File: config.mk
export PLATFORM = sky130hd
export DESIGN_NAME = trap_redirect_unit
export DESIGN_NICKNAME = d
export VERILOG_FILES = /design/src/rtl/trap_redirect_unit.sv
export SDC_FILE = /design/constraint.sdc
export NUM_CORES = 1
export LEC_CHECK = 0
export ABC_CLOCK_PERIOD_IN_PS = 6100
export CAP_MARGIN = 10
export CORE_MARGIN = 4
export CORE_UTILIZATION = 30
export CTS_CLUSTER_SIZE = 28
export DETAILED_ROUTE_END_ITERATION = 8
export GPL_ROUTABILITY_DRIVEN = 0
export HOLD_SLACK_MARGIN = 0.02
export PLACE_DENSITY = 0.75
export SLEW_MARGIN = 20
export SYNTH_ARGS = -nofsm -noshare
export SYNTH_HDL_FRONTEND = slang
export SYNTH_SLANG_ARGS = --single-unit
File: constraint.sdc
create_clock -name i_clk -period 6.1 [get_ports i_clk]
set_input_delay 0.915 -clock i_clk [delete_from_list [all_inputs] [get_ports i_clk]]
set_output_delay 0.915 -clock i_clk [all_outputs]
set_load 0.05 [all_outputs]
File: src/rtl/trap_redirect_unit.sv
// -----------------------------------------------------------------------------
// trap_redirect_unit
//
// Purpose:
//   Turns pipeline exception / ECALL / MRET events into a flush, a short
//   pipeline drain, and a redirect of the fetch stage. The event is accepted
//   in IDLE. Flush and commit pulses are issued in that same cycle. The unit
//   then waits DRAIN_CYCLES enabled cycles and holds a redirect request until
//   fetch accepts it.
//
// Parameters:
//   XLEN          width code; datapath width W = 1 << (XLEN + 4)
//                 (0 -> 16, 1 -> 32, 2 -> 64 bits)
//   DRAIN_CYCLES  enabled cycles spent in DRAIN before REDIRECT (1..7)
//
// Ports:
//   i_clk                    clock, rising edge
//   i_rst                    asynchronous active-low reset
//   i_clk_en                 global clock enable
//   i_exception_code_f_d_ff  D-stage exception code, 4'hF = none
//   i_exception_code_e_m_ff  M-stage exception code, 4'hF = none
//   i_ecall_d                D-stage ECALL decoded
//   i_mret_d                 D-stage MRET decoded
//   i_mtvec                  mtvec CSR (direct mode only)
//   i_mepc                   mepc CSR
//   i_redirect_ready         fetch accepts the redirect
//   o_flush_f_d/_d_e/_e_m    pipeline register flush pulses
//   o_stall_f                hold fetch while the unit is busy
//   o_redirect_valid         redirect request to fetch
//   o_redirect_pc            redirect target (0 when not valid)
//   o_trap_taken             one-cycle pulse: trap committed to CSR file
//   o_mret_e                 one-cycle pulse: MRET committed to CSR file
//   o_busy                   FSM not in IDLE
//   o_dbg_state              current FSM state, for observation only
//
// Redirect handshake (valid/ready):
//   o_redirect_valid rises on entry to REDIRECT and stays high. o_redirect_pc
//   stays stable while it is high. The transfer completes on the first rising
//   edge where o_redirect_valid, i_redirect_ready and i_clk_en are all 1.
//   Valid never depends on ready, and valid is not withdrawn before that
//   edge.
// -----------------------------------------------------------------------------

`ifndef XLEN_16b
`define XLEN_16b 0
`endif
`ifndef XLEN_32b
`define XLEN_32b 1
`endif
`ifndef XLEN_64b
`define XLEN_64b 2
`endif

module trap_redirect_unit #(
    parameter int XLEN         = `XLEN_64b,
    parameter int DRAIN_CYCLES = 2,
    localparam int W           = 1 << (XLEN + 4)
) (
    input  logic         i_clk,
    input  logic         i_rst,
    input  logic         i_clk_en,
    input  logic [3:0]   i_exception_code_f_d_ff,
    input  logic [3:0]   i_exception_code_e_m_ff,
    input  logic         i_ecall_d,
    input  logic         i_mret_d,
    input  logic [W-1:0] i_mtvec,
    input  logic [W-1:0] i_mepc,
    input  logic         i_redirect_ready,
    output logic         o_flush_f_d,
    output logic         o_flush_d_e,
    output logic         o_flush_e_m,
    output logic         o_stall_f,
    output logic         o_redirect_valid,
    output logic [W-1:0] o_redirect_pc,
    output logic         o_trap_taken,
    output logic         o_mret_e,
    output logic         o_busy,
    output logic [1:0]   o_dbg_state
);

    // The counter is loaded with DRAIN_CYCLES-1 and DRAIN exits when it
    // reads 0, so the unit spends exactly DRAIN_CYCLES enabled cycles in
    // DRAIN.
    localparam logic [2:0] DRAIN_LOAD = 3'(DRAIN_CYCLES - 1);
    localparam logic [3:0] NO_EXC     = 4'hF;

    typedef enum logic [1:0] {
        ST_IDLE     = 2'd0,
        ST_DRAIN    = 2'd1,
        ST_REDIRECT = 2'd2
    } state_t;

    state_t         state;
    logic [2:0]     drain_cnt;
    logic [W-1:0]   target;

    // -------------------------------------------------------------------------
    // Event decode and priority (oldest instruction wins):
    //   M-stage exception > D-stage exception > ECALL > MRET
    // ECALL and MRET together resolve to ECALL. MRET is only taken when no
    // trap source is present.
    // -------------------------------------------------------------------------
    logic m_exc;
    logic d_exc;
    logic accept_en;
    logic take_m_trap;
    logic take_d_trap;
    logic take_mret;
    logic accept;

    logic [W-1:0] trap_target;
    logic [W-1:0] mret_target;

    assign m_exc = (i_exception_code_e_m_ff != NO_EXC);
    assign d_exc = (i_exception_code_f_d_ff != NO_EXC);

    // Qualifying with i_rst keeps every pulse at 0 while reset is held, even
    // when event inputs are active during reset.
    assign accept_en = i_rst && i_clk_en && (state == ST_IDLE);

    assign take_m_trap = accept_en && m_exc;
    assign take_d_trap = accept_en && !m_exc && (d_exc || i_ecall_d);
    assign take_mret   = accept_en && !m_exc && !d_exc && !i_ecall_d && i_mret_d;
    assign accept      = take_m_trap || take_d_trap || take_mret;

    // Only direct-mode mtvec is supported: the mode bits are dropped. mepc
    // bit 0 is always clear for a legal return address.
    assign trap_target = {i_mtvec[W-1:2], 2'b00};
    assign mret_target = {i_mepc[W-1:1], 1'b0};

    // Low bits dropped by the alignment above.
    logic unused_csr_low_bits;
    assign unused_csr_low_bits = ^{i_mtvec[1:0], i_mepc[0]};

    // -------------------------------------------------------------------------
    // FSM, drain counter and latched target.
    // State, counter and target update only on enabled cycles. With i_clk_en
    // low, everything holds.
    // -------------------------------------------------------------------------
    always_ff @(posedge i_clk or negedge i_rst) begin
        if (!i_rst) begin
            state     <= ST_IDLE;
            drain_cnt <= 3'd0;
            target    <= '0;
        end else if (i_clk_en) begin
            case (state)
                ST_IDLE: begin
                    if (accept) begin
                        state     <= ST_DRAIN;
                        drain_cnt <= DRAIN_LOAD;
                        // The target is captured once here. CSR writes that
                        // land during DRAIN/REDIRECT cannot move it.
                        target    <= take_mret ? mret_target : trap_target;
                    end
                end

                ST_DRAIN: begin
                    if (drain_cnt == 3'd0) begin
                        state <= ST_REDIRECT;
                    end else begin
                        drain_cnt <= drain_cnt - 3'd1;
                    end
                end

                ST_REDIRECT: begin
                    // Returning to IDLE here lets the very next enabled cycle
                    // accept a new event.
                    if (i_redirect_ready) begin
                        state <= ST_IDLE;
                    end
                end

                default: begin
                    state     <= ST_IDLE;
                    drain_cnt <= 3'd0;
                end
            endcase
        end
    end

    // -------------------------------------------------------------------------
    // Outputs
    // Pulses are tied to the accept decision, so they fire in the accept cycle
    // and are 0 whenever i_clk_en is low. Level outputs come only from the
    // registered state.
    // -------------------------------------------------------------------------
    assign o_flush_f_d  = accept;
    assign o_flush_d_e  = accept;
    assign o_flush_e_m  = take_m_trap;
    assign o_trap_taken = take_m_trap || take_d_trap;
    assign o_mret_e     = take_mret;

    assign o_busy           = (state != ST_IDLE);
    assign o_stall_f        = (state != ST_IDLE);
    assign o_redirect_valid = (state == ST_REDIRECT);
    assign o_redirect_pc    = (state == ST_REDIRECT) ? target : '0;
    assign o_dbg_state      = state;

endmodule

==> results of run 1 <==
-- state kept, by name (all words and copies together), names as in the netlist --
name         flops
target          63
o_dbg_state      2
drain_cnt        3
-- cell usage in the layout (no fill, tap or decap), drive strengths merged --
cell           count
nand3b             3
nand2              2
nand2b             2
nand4              1
nor4               2
buf                5
o21bai             1
o31ai              1
inv                4
and3               1
and4               1
a21o               1
nand4bb            1
nor2b              1
ha                 2
and2              63
a2111oi            1
or2                1
clkdlybuf4s50    210
o31a               1
conb               1
dfrtp             68
nor3               1
a21oi              1
nor2               6
a22o               1
mux2             126
nand3              1
clkinv             5
o21ai              4
clkbuf            11
or3b               3
-- through the flow --
stage                     area, sq um  utilization (%)  hold slack [ps]  worst slack (ps)  std cells
final                            6470             50.5              473              2310        704
after detailed placement         6180             48.2              467              2250        687
after global placement           6180             48.2              458              2240        687
after floorplan                  3980                -              449              2930        324
after global routing             6470             50.5              487              2060        704
after CTS                        6450             50.3              478              2240        703
-- critical path, stage by stage --
cell and delay [ps]:
buf_4 670, nand2_1 100, nor2_1 160, o31a_2 210
clkdlybuf4s50_1 820
-- worst max path at each step --
| stage | to | slack (ps) |
|---|---|---|
| floorplan | o_flush_f_d | 2930 |
| global placement | o_flush_f_d | 2240 |
| detailed placement | o_flush_f_d | 2250 |
| CTS | o_flush_f_d | 2240 |
| global route | o_flush_d_e | 2060 |
| finish | o_flush_f_d | 2310 |
-- layout make-up --
type | count | area, sq um | share of cell area, %
clock buffers | 11 | 233 | 3.59
clock inverters | 5 | 28.8 | 0.445
inverters | 4 | 15.0 | 0.232
multi-input cells | 229 | 2120 | 32.8
flip-flops and latches | 68 | 1700 | 26.3
well taps | 172 | 215 | 3.32
repair buffers | 215 | 2160 | 33.4
-- kinds of logic (layout without fill, tap and decap cells) --
kind of cell / Yosys count / count (layout) / share of synthesized area, %
multiplexers: 126 / 126 / 35.7
AND/OR/NAND/NOR: 89 / 89 / 14.7
flip-flops: 68 / 68 / 42.8
buffers and inverters: 27 / 235 / 4.15
AO/OA/AOI/OAI: 11 / 11 / 2.01
adder cells (fa/ha/maj): 2 / 2 / 0.629
other: 1 / 1 / 0.0942
-- layer usage --
layer | share of wire, % | global-route usage [%]
met1 | 40 | 15.2
met5 | 0 | 0
met2 | 52 | 24.3
met4 | 0.78 | 3.18
met3 | 7.1 | 3.75
-- power by group --
group	leakage [nW]	total, mW	switching [mW]	internal (mW)
registers	0.810	0.775	0.0990	0.676
logic	1.63	1.02	0.564	0.460
clock network	0.133	0.453	0.180	0.273
total	2.58	2.25	0.843	1.41
==> results.sh, run 1 <==
export IMPL_status="finished clean"
export IMPL_async_flop_share_pct=100
export IMPL_grt_max_degree=72
export IMPL_antenna_diode_count=0
export IMPL_post_synth_top_count_cell="mux2_1"
export IMPL_synth_area_leader_cell="dfrtp_1"
export IMPL_synth_flop_cell="dfrtp_1"
export IMPL_setup_tns_ps=0
export IMPL_fin_skew_ps=7.50
export IMPL_io_pins=216
export IMPL_max_freq_mhz=264
export IMPL_cts_buffer_depth=2
export IMPL_clkLatencyLatePin_ps=320
export IMPL_clock_root_buffer="clkbuf_16"
export IMPL_cp_max_fo=71
export IMPL_end_kind="output port"
export IMPL_syn_to_final_growth_pct=62.7
export IMPL_synth_edf_count=0
export IMPL_syn_cell_area_sq_um=3980
export IMPL_grt_pass1_wl_um=16200
export IMPL_start_util_pct=31.0
export IMPL_fin_crit_sh_pct=62.1
export IMPL_rr_worst_depth=5
export IMPL_antenna_found_initial=0
export IMPL_avgSynthCellArea_sq_um=12.3
export IMPL_hold_depth=1
export IMPL_syn_nets=468
export IMPL_max_slew_margin_pct=40.3
export IMPL_rsz0062_at_grt="no"
export IMPL_tightest_slew_ps=895
export IMPL_rrSetupSlack_ps=3640
export IMPL_first_global_vias=3430
export IMPL_whs_endpoint="target[49]$_DFFE_PN0P_"
export IMPL_netlist_instances=324
export IMPL_cts_max_level=3
export IMPL_fp_dieW_um=123
export IMPL_post_cts_repair_setup_buffers=0
export IMPL_die_y_um=123
export IMPL_synth_common_cells="mux2_1, dfrtp_1, and2_1"
export IMPL_r2r_start="o_dbg_state[0]$_DFFE_PN0P_"
export IMPL_setup_viol=0
export IMPL_vias=3152
export IMPL_fill_cells=1162
export IMPL_cts_resized=0
export IMPL_vias_per_cell=4.48
export IMPL_grtUsageTotal_pct=13.3
export IMPL_cts_hold_buffers=0
export IMPL_synthTopCellsByArea="dfrtp_1, mux2_1, and2_1, mux2_2, buf_6"
export IMPL_drive_above_1_share_pct=7.33
export IMPL_peakVddDrop_uv=216
export IMPL_cp_start_kind="input port"
export IMPL_leakage_nw=2.58
export IMPL_overflow=0
export IMPL_dp_hpwl_um=7960
export IMPL_final_antenna_net_count=0
export IMPL_io_buffer_count=211
export IMPL_yosys_warnings=0
export IMPL_cts_sinks=68
export IMPL_placement_rows=41
export IMPL_hp_class="flop to flop"
export IMPL_drtPass1Iterations=4
export IMPL_drv_cap=0
export IMPL_drt_iter0_markers=102
export IMPL_timing_rr_end="target[43]$_DFFE_PN0P_"
export IMPL_cts_buffers=9
export IMPL_core_area_sq_um=12800
export IMPL_clkTransAtPathRegs_ps=50
export IMPL_fp_dieArea_sq_um=15200
export IMPL_nNetsFinal=671
export IMPL_final_max_slew_viol_count=0
export IMPL_critical_path_class="input port to output port"
export IMPL_wl_per_cell_um=14.8
export IMPL_power_total_mw=2.25
export IMPL_wl_um=10400
export IMPL_seq_area_frac_synth_pct=42.8
export IMPL_drc=0
export IMPL_critPathLaunch="i_rst"
export IMPL_cts_tree="yes"
export IMPL_period_needed_ps=3790
export IMPL_yosysTopAreaCellShare_pct=42.8
export IMPL_synth_cell_type_count=35
export IMPL_cp_arrival_ps=2870
export IMPL_ys_ff_latch=68
export IMPL_required_ps=5180
export IMPL_hp_start="target[49]$_DFFE_PN0P_"
export IMPL_power_density_nw_per_um2=348
export IMPL_finalHoldViolCount=0
Note: power is estimated with default switching activity, not from simulation.
==> inputs of run 2 (changes only) <==
Settings changed: ABC_CLOCK_PERIOD_IN_PS 6100 to 3000, PLACE_DENSITY 0.75 to 0.77.
Clock period 6.1 ns to 3 ns, I/O delays scaled along.
==> results.sh, run 2 (synthesis results as in run 1) <==
export IMPL_status="finished clean"
export IMPL_power_density_nw_per_um2=739
export IMPL_fill_cells=1143
export IMPL_required_ps=2550
export IMPL_finalHoldViolCount=0
export IMPL_peakVddDrop_uv=383
export IMPL_hp_class="input port to asynchronous set/reset pin"
export IMPL_core_area_sq_um=12800
export IMPL_power_total_mw=4.75
export IMPL_cp_max_fo=36
export IMPL_drtPass1Iterations=4
export IMPL_first_global_vias=3425
export IMPL_largest_reg_flops=63
export IMPL_end_kind="output port"
export IMPL_hold_slack_ps=24.9
export IMPL_clock_root_buffer="clkbuf_16"
export IMPL_setup_tns_ps=0
export IMPL_finish_utilization_pct=50.0
export IMPL_io_pins=216
export IMPL_setup_viol=0
export IMPL_period_needed_ps=2400
export IMPL_p_int_mw=2.99
export IMPL_drt_iter0_markers=58
export IMPL_clkLatencyLatePin_ps=320
export IMPL_rrSetupSlack_ps=740
export IMPL_cp_arrival_ps=1950
export IMPL_grt_max_degree=51
export IMPL_fp_dieW_um=123
export IMPL_max_slew_margin_pct=57.8
export IMPL_syn_to_final_growth_pct=61.3
export IMPL_cts_hold_buffers=0
export IMPL_post_route_cell_area_sq_um=6420
export IMPL_drc=0
export IMPL_p_sw_mw=1.75
export IMPL_overflow=0
export IMPL_r2r_start="o_dbg_state[0]$_DFFE_PN0P_"
export IMPL_combPwrFrac_pct=43.1
export IMPL_antenna_found_initial=0
export IMPL_fin_crit_sh_pct=80.2
export IMPL_cts_sinks=68
export IMPL_leakage_nw=2.75
export IMPL_rr_worst_depth=5
export IMPL_post_cts_repair_setup_buffers=0
export IMPL_cts_max_level=3
export IMPL_cp_start_kind="flop"
export IMPL_tightest_slew_ps=633
export IMPL_critical_path_class="flop to output port"
export IMPL_p_seq_share_pct=33.4
export IMPL_critPathLaunch="o_dbg_state[1]$_DFFE_PN0P_"
export IMPL_final_cell_mix="clkdlybuf4s50_1, mux2_1, buf_4"
export IMPL_fp_dieArea_sq_um=15200
export IMPL_vias=3178
export IMPL_grtUsageTotal_pct=13.6
export IMPL_grt_pass1_wl_um=16400
export IMPL_io_buffer_count=211
export IMPL_wl_um=10700
export IMPL_cts_buffer_depth=2
export IMPL_cts_buffers=9
export IMPL_placement_rows=41
export IMPL_cts_tree="yes"
export IMPL_drv_cap=0
export IMPL_swShare_pct=37.0
export IMPL_largest_register="target"
export IMPL_critPathCapture="o_redirect_pc[34]"
export IMPL_cts_resized=0
export IMPL_vias_per_cell=4.50
export IMPL_final_antenna_net_count=0
export IMPL_max_freq_mhz=416
export IMPL_timing_rr_end="target[41]$_DFFE_PN0P_"
export IMPL_layout_commonest_cell="clkdlybuf4s50_1"
export IMPL_wl_per_cell_um=15.1
export IMPL_die_y_um=123
export IMPL_dp_hpwl_um=8430
export IMPL_fin_skew_ps=5.11
export IMPL_pwr_share_clk_pct=23.5
export IMPL_final_max_slew_viol_count=0
export IMPL_start_util_pct=31.0
export IMPL_antenna_diode_count=0
export IMPL_nNetsFinal=674
export IMPL_clkTransAtPathRegs_ps=60
export IMPL_drive_above_1_share_pct=21.0
export IMPL_rsz0062_at_grt="no"
export IMPL_place_area_sq_um=6100
## run 2: cell count changes in the layout (fill, tap and decap cells not counted), sizes merged
cell           previous run  this run
clkdlybuf4s50           210       141
clkinvlp                  0         2
clkinv                    5         1
bufinv                    0         2
inv                       4         5
clkbuf                   11         9
buf                       5        77
## run 2: cell type report
type                    instances  area (sq um)  area share [%]
well taps                     172           215            3.35
flip-flops and latches         68          1700            26.5
inverters                       4          15.0           0.234
clock buffers                   9           225            3.51
clock inverters                 6          88.8            1.38
repair buffers                218          2050            32.0
multi-input cells             229          2120            33.0
## run 2: routing by layer
layer / global-route usage [%] / vias up / share of wire, %
met5: 0 / - / 0
met4: 3.94 / 0 / 1.3
met3: 3.75 / 13 / 8.5
met2: 26.0 / 122 / 53
met1: 14.6 / 1505 / 38
li1: - / 1538 / -
## run 2: worst min-delay path by stage
stage / end
2_1_floorplan: drain_cnt[0]$_DFFE_PN0P_
3_3_place_gp: target[43]$_DFFE_PN0P_
3_5_place_dp: target[35]$_DFFE_PN0P_
4_1_cts: o_dbg_state[1]$_DFFE_PN0P_
5_1_grt: o_dbg_state[1]$_DFFE_PN0P_
6_report: o_dbg_state[1]$_DFFE_PN0P_
## run 2: critical path: stages, from the launching register on
cell and delay (ps):
dfrtp_1 450, nor2b_4 580, buf_12 250, and2_1 140
buf_4 200
## run 2: through the flow
stage                     std cells  setup WS, ps
after floorplan                 324           291
after global placement          691           346
after detailed placement        691           292
after CTS                       706           508
after global routing            706           377
final                           706           595
## run 2: power by group through the flow
stage               Combinational (mW)  Sequential, mW  Clock, mW
floorplan                         1.36            1.57          0
finish                            2.05            1.58       1.12
global route                      2.19            1.65       1.20
detailed placement                2.08            1.60          0
global placement                  2.03            1.57          0
CTS                               2.08            1.59       1.15
==> inputs of run 3 (changes only) <==
Settings changed: ABC_CLOCK_PERIOD_IN_PS 3000 to 2200.
Clock period 3 ns to 2.2 ns, I/O delays scaled along.
==> results.sh, run 3 (synthesis results as in run 1) <==
export IMPL_grt_pass1_wl_um=17500
export IMPL_p_seq_share_pct=30.1
export IMPL_cts_max_level=3
export IMPL_dp_hpwl_um=8840
export IMPL_power_total_mw=7.10
export IMPL_syn_to_final_growth_pct=89.2
export IMPL_final_cell_mix="clkdlybuf4s50_1, mux2_1, buf_12"
export IMPL_timing_rr_end="target[63]$_DFFE_PN0P_"
export IMPL_rrSetupSlack_ps=70
export IMPL_cts_sinks=68
export IMPL_combPwrFrac_pct=49.9
export IMPL_peakVddDrop_uv=525
export IMPL_critical_path_class="input port to output port"
export IMPL_first_global_vias=3536
export IMPL_p_sw_mw=2.50
export IMPL_fin_ws_ps=42.6
export IMPL_pwr_share_clk_pct=20.0
export IMPL_met1_usage_pct=16.1
export IMPL_antenna_diode_count=0
export IMPL_swShare_pct=35.2
export IMPL_grt_busiest_layer="met2"
export IMPL_cp_max_fo=12
export IMPL_hp_class="input port to asynchronous set/reset pin"
export IMPL_io_pins=216
export IMPL_required_ps=1870
export IMPL_rsz0062_at_grt="yes"
export IMPL_layout_commonest_cell="clkdlybuf4s50_1"
export IMPL_fin_crit_sh_pct=98.1
export IMPL_p_int_mw=4.60
export IMPL_antenna_found_initial=0
export IMPL_largest_register="target"
export IMPL_clkTransAtPathRegs_ps=50
export IMPL_cp_arrival_ps=1830
export IMPL_power_density_nw_per_um2=943
export IMPL_end_kind="output port"
export IMPL_start_util_pct=31.0
export IMPL_grtUsageTotal_pct=14.8
export IMPL_gr_usage_met3_pct=4.71
export IMPL_grt_max_degree=69
export IMPL_final_antenna_net_count=0
export IMPL_max_slew_margin_pct=41.6
export IMPL_drt_iter0_markers=75
export IMPL_overflow=0
export IMPL_fp_dieW_um=123
export IMPL_drv_cap=0
export IMPL_nNetsFinal=695
export IMPL_max_freq_mhz=464
export IMPL_core_area_sq_um=12800
export IMPL_dp_slack_ps=-360
export IMPL_vias=3322
export IMPL_r2r_start="o_dbg_state[1]$_DFFE_PN0P_"
export IMPL_period_needed_ps=2160
export IMPL_wl_per_cell_um=16.8
export IMPL_status="finished clean"
export IMPL_cp_start_kind="input port"
export IMPL_setup_viol=0
export IMPL_post_route_cell_area_sq_um=7530
export IMPL_tightest_slew_ps=876
export IMPL_use_met2_pct=26.5
export IMPL_leakage_nw=3.11
export IMPL_finalHoldViolCount=0
export IMPL_wl_um=12200
export IMPL_fp_dieArea_sq_um=15200
export IMPL_largest_reg_flops=63
export IMPL_cts_buffers=9
export IMPL_drc=0
export IMPL_rr_worst_depth=6
export IMPL_io_buffer_count=211
export IMPL_drive_above_1_share_pct=24.2
export IMPL_clkLatencyLatePin_ps=320
export IMPL_drtPass1Iterations=4
export IMPL_vias_per_cell=4.58
export IMPL_cts_tree="yes"
export IMPL_final_max_slew_viol_count=0
export IMPL_place_area_sq_um=7030
export IMPL_fill_cells=1006
export IMPL_placement_rows=41
export IMPL_clock_root_buffer="clkbuf_16"
export IMPL_cts_buffer_depth=2
export IMPL_die_y_um=123
export IMPL_fin_skew_ps=4.61
export IMPL_setup_tns_ps=0
## run 3: worst max-delay path, stage by stage
cell,delay [ps]
clkdlybuf4s50_1,480
and4_1,230
nand3b_1,100
o31a_2,370
buf_12,160
buf_12,150
## run 3: cell type report
class	instances	area [sq um]	area share (%)
clock buffer	12	256	3.41
clock inverter	2	35.0	0.465
inverter	4	15.0	0.199
multi-input combinational	229	2130	28.3
sequential	68	1700	22.6
tap	172	215	2.86
timing repair buffer	239	3170	42.2
## run 3: metal layers
| layer | vias to the layer above | share of wire [%] |
|---|---|---|
| met3 | 28 | 7.9 |
| met5 | - | 0 |
| met1 | 1585 | 37 |
| li1 | 1579 | - |
| met4 | 0 | 2.6 |
| met2 | 130 | 53 |
## run 3: power by group through the flow
| stage | registers [mW] | logic [mW] | clock network (mW) |
|---|---|---|---|
| CTS | 2.15 | 3.55 | 1.46 |
| global placement | 2.12 | 3.43 | 0 |
| finish | 2.14 | 3.55 | 1.42 |
| detailed placement | 2.17 | 3.51 | 0 |
| floorplan | 2.14 | 1.87 | 0 |
| global route | 2.23 | 3.76 | 1.53 |
## run 3: worst max-delay path by stage
stage                               startpoint                     end  slack [ps]  cells past startpoint
floorplan           o_dbg_state[1]$_DFFE_PN0P_  target[36]$_DFFE_PN0P_          -6                      5
global placement    i_exception_code_e_m_ff[2]  target[44]$_DFFE_PN0P_        -330                      6
detailed placement  i_exception_code_e_m_ff[3]  target[50]$_DFFE_PN0P_        -360                      6
CTS                 o_dbg_state[0]$_DFFE_PN0P_                  o_busy           2                      3
global route        o_dbg_state[1]$_DFFE_PN0P_  target[53]$_DFFE_PN0P_         -10                      6
finish              i_exception_code_e_m_ff[0]             o_flush_f_d          40                      6
## run 3: what timing repair did
item | 4_1_cts | 5_1_grt
setup endpoints to repair | 15 | 65
buffers inserted | 2 | 3
hold buffers | 0 | 0
pin swaps | 1 | 1
gates resized for setup | 0 | 5
cloned | 1 | 6
## run 3: metrics by stage
step | std cells | hold WS (ps) | util [%]
floorplan | 324 | 34.4 | -
global placement | 700 | 459 | 54.8
detailed placement | 700 | 466 | 54.8
CTS | 717 | 296 | 57.4
global route | 726 | 344 | 58.7
finish | 726 | 262 | 58.7
